==> config.mk <==
export PLATFORM = sky130hd
export DESIGN_NAME = fp_mul_arbiter
export DESIGN_NICKNAME = d
export VERILOG_FILES = /design/src/rtl/fp_mul_arbiter.sv
export SDC_FILE = /design/constraint.sdc
export NUM_CORES = 1
export LEC_CHECK = 0
export CORE_AREA = 5 5 153 155
export CTS_CLUSTER_DIAMETER = 30
export DETAILED_ROUTE_END_ITERATION = 7
export DIE_AREA = 0 0 158 160
export GPL_TIMING_DRIVEN = 1
export SLEW_MARGIN = 20
export SYNTH_ARGS = -nofsm -noshare
export SYNTH_HDL_FRONTEND = slang
export SYNTH_SLANG_ARGS = --single-unit
==> constraint.sdc <==
create_clock -name clk -period 6.9 [get_ports clk]
set_input_delay 1.38 -clock clk [delete_from_list [all_inputs] [get_ports clk]]
set_output_delay 1.38 -clock clk [all_outputs]
set_load 0.1 [all_outputs]
==> src/rtl/fp_mul_arbiter.sv <==
// rtl/fp_mul_arbiter.sv - round-robin arbiter sharing one single-precision multiplier
//
// Purpose: NUM_REQ requesters present operand pairs on valid/ready channels. One
// request at a time is granted, its operands are driven to an external multiplier,
// the product is sampled MUL_LAT cycles later, and it is returned on a single
// response channel tagged with the requester index.
//
// Ports:
//   clk, rst                       clock, synchronous active-high reset
//   req_valid/req_ready            per-requester operand handshake (ready one-hot or zero)
//   req_a/req_b                    packed operands, requester i at [32*i+31:32*i]
//   mul_a/mul_b                    operands to the shared multiplier
//   mul_result/mul_overflow        multiplier outputs
//   rsp_valid/rsp_ready            response handshake
//   rsp_id/rsp_result/rsp_overflow response payload
//   busy                           high whenever the FSM is not idle
//
// Build option: FP_MUL_ARB_FIXED_PRIO_EN selects fixed priority (lowest index wins)
// instead of round-robin.

module fp_mul_arbiter #(
    parameter int NUM_REQ = 4,
    parameter int MUL_LAT = 0,
    localparam int ID_W = $clog2(NUM_REQ)
) (
    input  logic                   clk,
    input  logic                   rst,
    input  logic [NUM_REQ-1:0]     req_valid,
    output logic [NUM_REQ-1:0]     req_ready,
    input  logic [32*NUM_REQ-1:0]  req_a,
    input  logic [32*NUM_REQ-1:0]  req_b,
    output logic [31:0]            mul_a,
    output logic [31:0]            mul_b,
    input  logic [31:0]            mul_result,
    input  logic                   mul_overflow,
    output logic                   rsp_valid,
    input  logic                   rsp_ready,
    output logic [ID_W-1:0]        rsp_id,
    output logic [31:0]            rsp_result,
    output logic                   rsp_overflow,
    output logic                   busy
);

    localparam int CNT_W = 3;
    localparam logic [ID_W-1:0] LAST_ID = ID_W'(NUM_REQ - 1);

    typedef enum logic [1:0] {
        IDLE = 2'd0,
        EXEC = 2'd1,
        RESP = 2'd2
    } state_t;

    state_t            state_q, state_d;
    logic [31:0]       opa_q, opa_d;
    logic [31:0]       opb_q, opb_d;
    logic [ID_W-1:0]   id_q, id_d;
    logic [CNT_W-1:0]  cnt_q, cnt_d;
    logic [31:0]       res_q, res_d;
    logic              ovf_q, ovf_d;
    logic [ID_W-1:0]   rr_base;
    logic              gnt_vld;
    logic [ID_W-1:0]   gnt_id;
    logic [ID_W-1:0]   scan_idx;

`ifdef FP_MUL_ARB_FIXED_PRIO_EN
    assign rr_base = '0;
`else
    logic [ID_W-1:0]   rr_q, rr_d;
    assign rr_base = rr_q;
`endif

    // Scan from rr_base upwards (mod NUM_REQ). Iterating downwards lets the
    // last match, i.e. the nearest to rr_base, win without a break.
    always_comb begin
        gnt_vld  = 1'b0;
        gnt_id   = '0;
        scan_idx = '0;
        for (int k = NUM_REQ - 1; k >= 0; k--) begin
            scan_idx = ID_W'((int'(rr_base) + k) % NUM_REQ);
            if (req_valid[scan_idx]) begin
                gnt_vld = 1'b1;
                gnt_id  = scan_idx;
            end
        end
    end

    always_comb begin
        req_ready = '0;
        if (state_q == IDLE && gnt_vld) begin
            req_ready = NUM_REQ'(1) << gnt_id;
        end
    end

    always_comb begin
        state_d = state_q;
        opa_d   = opa_q;
        opb_d   = opb_q;
        id_d    = id_q;
        cnt_d   = cnt_q;
        res_d   = res_q;
        ovf_d   = ovf_q;
`ifndef FP_MUL_ARB_FIXED_PRIO_EN
        rr_d    = rr_q;
`endif
        case (state_q)
            IDLE: begin
                if (gnt_vld) begin
                    opa_d   = req_a[32*gnt_id +: 32];
                    opb_d   = req_b[32*gnt_id +: 32];
                    id_d    = gnt_id;
                    cnt_d   = CNT_W'(MUL_LAT);
                    state_d = EXEC;
                end
            end
            EXEC: begin
                // cnt counts down the remaining multiplier latency; the
                // result is sampled in the cycle it reaches zero.
                if (cnt_q != '0) begin
                    cnt_d = cnt_q - 1'b1;
                end else begin
                    res_d   = mul_result;
                    ovf_d   = mul_overflow;
                    state_d = RESP;
                end
            end
            RESP: begin
                if (rsp_ready) begin
                    state_d = IDLE;
`ifndef FP_MUL_ARB_FIXED_PRIO_EN
                    // Wrap explicitly so non-power-of-two NUM_REQ stays in range.
                    rr_d = (id_q == LAST_ID) ? '0 : id_q + 1'b1;
`endif
                end
            end
            default: state_d = IDLE;
        endcase
    end

    always_ff @(posedge clk) begin
        if (rst) begin
            state_q <= IDLE;
            opa_q   <= '0;
            opb_q   <= '0;
            id_q    <= '0;
            cnt_q   <= '0;
            res_q   <= '0;
            ovf_q   <= 1'b0;
`ifndef FP_MUL_ARB_FIXED_PRIO_EN
            rr_q    <= '0;
`endif
        end else begin
            state_q <= state_d;
            opa_q   <= opa_d;
            opb_q   <= opb_d;
            id_q    <= id_d;
            cnt_q   <= cnt_d;
            res_q   <= res_d;
            ovf_q   <= ovf_d;
`ifndef FP_MUL_ARB_FIXED_PRIO_EN
            rr_q    <= rr_d;
`endif
        end
    end

    assign mul_a        = opa_q;
    assign mul_b        = opb_q;
    assign rsp_valid    = (state_q == RESP);
    assign rsp_id       = id_q;
    assign rsp_result   = res_q;
    assign rsp_overflow = ovf_q;
    assign busy         = (state_q != IDLE);

endmodule

# Yosys cells after proc, flatten, opt, wreduce, memory -nomap -nowiden
# Index checks and enable logic that the tools add are counted.
[totals]
elab_cells = 63
output_inout_bits = 105
inputBits = 296
regBits = 106
[classes]
n_eq_ne = 7
add_sub_neg = 5
n_mux = 25
reduce_logical = 10
n_lt_le_gt_ge = 4
n_bitwise = 1
n_shift = 3
[op_table]
columns = ["cell", "n"]
rows = [
  ["$shiftx A128 B8 Y32", 2],
  ["$mux W2", 8],
  ["$lt A2 B3 Y1 const B", 4],
  ["$bmux W1 S2", 4],
  ["$mux W1", 8],
  ["$mux W3", 2],
  ["$ne A2 B2 Y1 const B", 3],
  ["$pmux W2 S3", 1],
  ["$pmux W3 S2", 1],
  ["$reduce_and A2 Y1", 3],
  ["$reduce_and A3 Y1", 2],
  ["$add A2 B1 Y2 const B", 2],
  ["$add A2 B2 Y2 const B", 2],
  ["$eq A2 B2 Y1 const B", 2],
  ["$mux W4", 1],
  ["$reduce_bool A2 Y1", 2],
  ["$shl A1 B2 Y4 const A", 1],
  ["$reduce_bool A3 Y1", 1],
  ["$sub A3 B1 Y3 const B", 1],
  ["$eq A2 B1 Y1 const B", 1],
  ["$logic_not A2 Y1", 1],
  ["$ne A2 B1 Y1 const B", 1],
  ["$logic_and A1 B1 Y1", 1],
  ["$not A1 Y1", 1],
]

# Longest topological paths before layout
[logic_depth]
ltp_word = 9
mapped_depth = 8
ltp_nobuf = 7

# Least setup slack after synthesis
# OpenSTA, ideal clock, no wires.
[synth_path]
path_kind = "input to output"
start = "input port req_valid[2]"
end = "output port req_ready[0]"
path_buffers = 2
setup_slack_ns = 1.091
required_ns = 5.520
arrival_time_ns = 4.429
cell_stages = 6
path_cell_list = "nor2b_1 > a211o_1 > and2_1 > clkbuf_1 > clkbuf_1 > nor3_1"
[synth_via]
elab_chain_cells = 8
word_cells_on_any_way = 19
cone_classes = "shift (1); mux (17); reduce/logical (1)"
[synth_lines]
columns = ["item", "line", "source"]
rows = [
  ["start, declared", "28", "input logic [NUM_REQ-1:0] req_valid,"],
  ["$bmux W1 S2", "80", "if (req_valid[scan_idx]) begin"],
  ["$mux W1 (not written as such)", "80", ""],
  ["$mux W2 or $mux W1 (tied branches) (4 in series)", "80", ""],
  ["$shl A1 B2 Y4 or $logic_and A1 B1 Y1 (tied branches)", "90, 89", ""],
  ["$mux W4 (*)", "89", "if (state_q == IDLE && gnt_vld) begin"],
  ["end, declared", "29", "output logic [NUM_REQ-1:0] req_ready,"],
]
# Mark *: on every way between the ends. The rest lies on a longest branch, timed or not. The select of a mux whose other input is x is not followed.

# Worst setup path after layout
[layout_path]
start = "input port req_valid[3]"
end = "output port req_ready[2]"
# The elaborated chain is that of the path after synthesis.

==> impl_metrics.yaml <==
synth:
  syn_area_per_cell_um2: 8.32
  yosysSeqAreaShare: 0.373
  ys_warn_count: 0
  synth_nets: 982
  netlist_instances: 683
  synth_top_area_share: 0.373
  synthesis.area_um2: 5680
  synth_area_leaders: "dfxtp_1 37%, mux2_1 8.1%, a221o_1 7.6%"
  synth.distinct_cells: 40
  synth.largest_area_cell: "dfxtp_1"
  ys_ff_latch: 106
sta:
  finalHoldViolCount: 0
  grt_setup_unrepaired: "no"
  tightest_slew_ps: 1090
  fin_crit_sh: 0.791
  relSlewSlack: 0.274
  fin_setup_tns_ps: 0
  fmax_mhz: 183
  setup-violations-final: 0
  final_max_slew_viol_count: 0
  timing.final.crit_period_ps: 5460
  finalClockSkew_ps: 14.9
  layout_setup_ws_ps: 1440
drt:
  dr.pass1.iters: 4
  drt-total-wl_mm: 27.2
  drc: 0
  antenna_left: 0
  first_iter_violations: 314
  vias: 6656
  wl_per_cell_um: 20.5
  viasPerCell: 5.03
worst_setup_path:
  cp.required_ps: 5520
  worstPathMaxFanout: 86
  startpoint_type: "primary input"
  reg2reg_setup_slack_ps: 3400
  critical_path_class: "primary input to output port"
  critPathArrivalTime_ps: 4080
  cp-end-kind: "output port"
power_and_ir_drop:
  powerDensity_nw_per_um2: 233
  seq_power_share: 0.301
  switchingPower_mw: 1.04
  vdd_drop_max_uv: 192
  p_leak_nw: 3.74
  switching_share: 0.438
  p_int_mw: 1.34
  clkPwrFrac: 0.240
  p_comb_frac: 0.458
placed_design:
  portBuffers: 400
  pre_cts_ws_ps: 1430
  dp_cells: 1305
  dp_hpwl_mm: 19.8
  gp_congestion: 0.819
global_route:
  gr-total-overflow: 0
  antenna_found_initial: 2
  grt_usage: 0.203
  grt_max_degree: 87
  grt_pass1_vias: 6864
  grt_pass1_wl_mm: 40.2
clocking:
  clk_latency_ps: 360
  clk_pin_slew_ps: 80
  post_cts_buffers: 0
  clk_path_buf_depth: 2
  ctsResizeCount: 0
  htree_levels: 3
  cts_made_buffers: 9
  holdBufCountCts: 0
  cts_tree: "yes"
  clockRootBuffer: "clkbuf_16"
  cts_sinks: 106
outcome:
  status: "finished, final reports clean"
final_layout:
  multi_input_area_um2: 3260
  nets: 1335
  drive_above_1_share: 0.0509
  seq_area_um2: 2120
  finalNonFillerCells: 1322
  synthToLayoutAreaGrowth_pct: 79.3
  fillerInstances: 2104
min_path:
  hp-class: "flip-flop to flip-flop"
floorplan:
  die_area_um2: 25300
  start_util: 0.262
  die_y_um: 160
  coreArea_um2: 21700
  die_x_um: 158
  row_count: 54
  io_pins: 401
job:
  drv_cap: 0
cell usage after synthesis (all sizes together):
library cell	number
nor4b	1
o21ai	43
a21oi	82
nor4	2
clkbuf	45
mux2	43
nand3b	1
inv	2
nand3	44
xor2	1
and2	1
or4b	1
o31ai	21
a221o	43
or4	1
or2	2
ha	3
nand2b	3
nor2	15
a31oi	1
and3	42
nand2	99
o21bai	1
a211oi	42
or3	1
a211o	1
buf	25
dfxtp	106
nor2b	7
nor3	4
flip-flops by register name (all words and copies together) (netlist names):
register,count
cnt_q,3
mul_a,32
mul_b,32
rr_base,2
rsp_id,2
rsp_overflow,1
rsp_result,32
state_q,2
routing by layer:
metal,vias up,part of all wire,routed length [µm],global-route usage
met4,2,0.034,928,0.0744
met2,295,0.48,12900,0.342
li1,3231,-,-,-
met3,49,0.10,2780,0.0742
met1,3079,0.39,10500,0.235
met5,-,0.00026,7,0
through the flow:
step / instance area, µm² / total power [mW] / hold slack (ps) / util
after floorplan: 5680 / 1.44 / 464 / -
after global placement: 9870 / 1.82 / 433 / 0.455
after global routing: 10200 / 2.48 / 480 / 0.470
after CTS: 10200 / 2.41 / 457 / 0.470
final: 10200 / 2.38 / 454 / 0.470
after detailed placement: 9870 / 1.82 / 442 / 0.455
final cells by class:
type	instances	share of cell area
clock buffer	9	0.0221
sequential	106	0.208
antenna	1	0.000245
tap	280	0.0344
inverter	2	0.000736
multi-input combinational	505	0.320
timing repair buffer	412	0.406
clock inverter	7	0.00933
layout by cell type (no fill, tap or decap), types with 2 or more instances in the layout:
cell type	count
inv_1	2
nor2_4	2
a211oi_1	32
clkinv_4	2
nand2_1	98
inv_8	2
a21oi_1	82
nor2b_1	7
and3_1	42
o21ai_1	5
o31ai_1	21
nand3_1	44
a211oi_2	10
ha_1	3
nor2_1	12
clkbuf_16	9
mux2_2	2
nor3_1	4
buf_4	12
dfxtp_1	106
mux2_1	41
nand2b_1	3
clkdlybuf4s50_1	396
o21ai_0	38
a221o_1	43
buf_12	4
cells by family after synthesis:
group | Yosys count | synth area share
muxes | 43 | 0.0852
xor gates and xnor gates | 1 | 0.00154
AOI/OAI and AO/OA | 234 | 0.282
and+or+nand+nor | 224 | 0.191
adders and majority gates | 3 | 0.00660
buffers and inverters | 72 | 0.0603
DFF | 106 | 0.373
worst paths after layout:
kind / startpoint / endpoint / cells after the start
worst min-delay path: mul_a[29] / mul_a[29] / 2
worst max-delay path: req_valid[3] / req_ready[2] / 6
worst min register to register: mul_a[29] / mul_a[29] / 2
worst max register to register: rr_base[0] / mul_a[31] / 6
critical path: stages:
cell	delay, ps
clkdlybuf4s50_1	470
nor2_1	410
or4b_4	810
nand2_4	350
nor3_1	410
buf_12	230
power by group through the flow:
| stage | Sequential, mW | Clock, mW | Combinational, mW |
|---|---|---|---|
| floorplan | 1.20 | 0 | 0.246 |
| global placement | 0.729 | 0 | 1.09 |
| detailed placement | 0.730 | 0 | 1.09 |
| CTS | 0.716 | 0.597 | 1.10 |
| global route | 0.725 | 0.615 | 1.14 |
| finish | 0.716 | 0.571 | 1.09 |
Note: power is estimated with default switching activity, not from simulation.
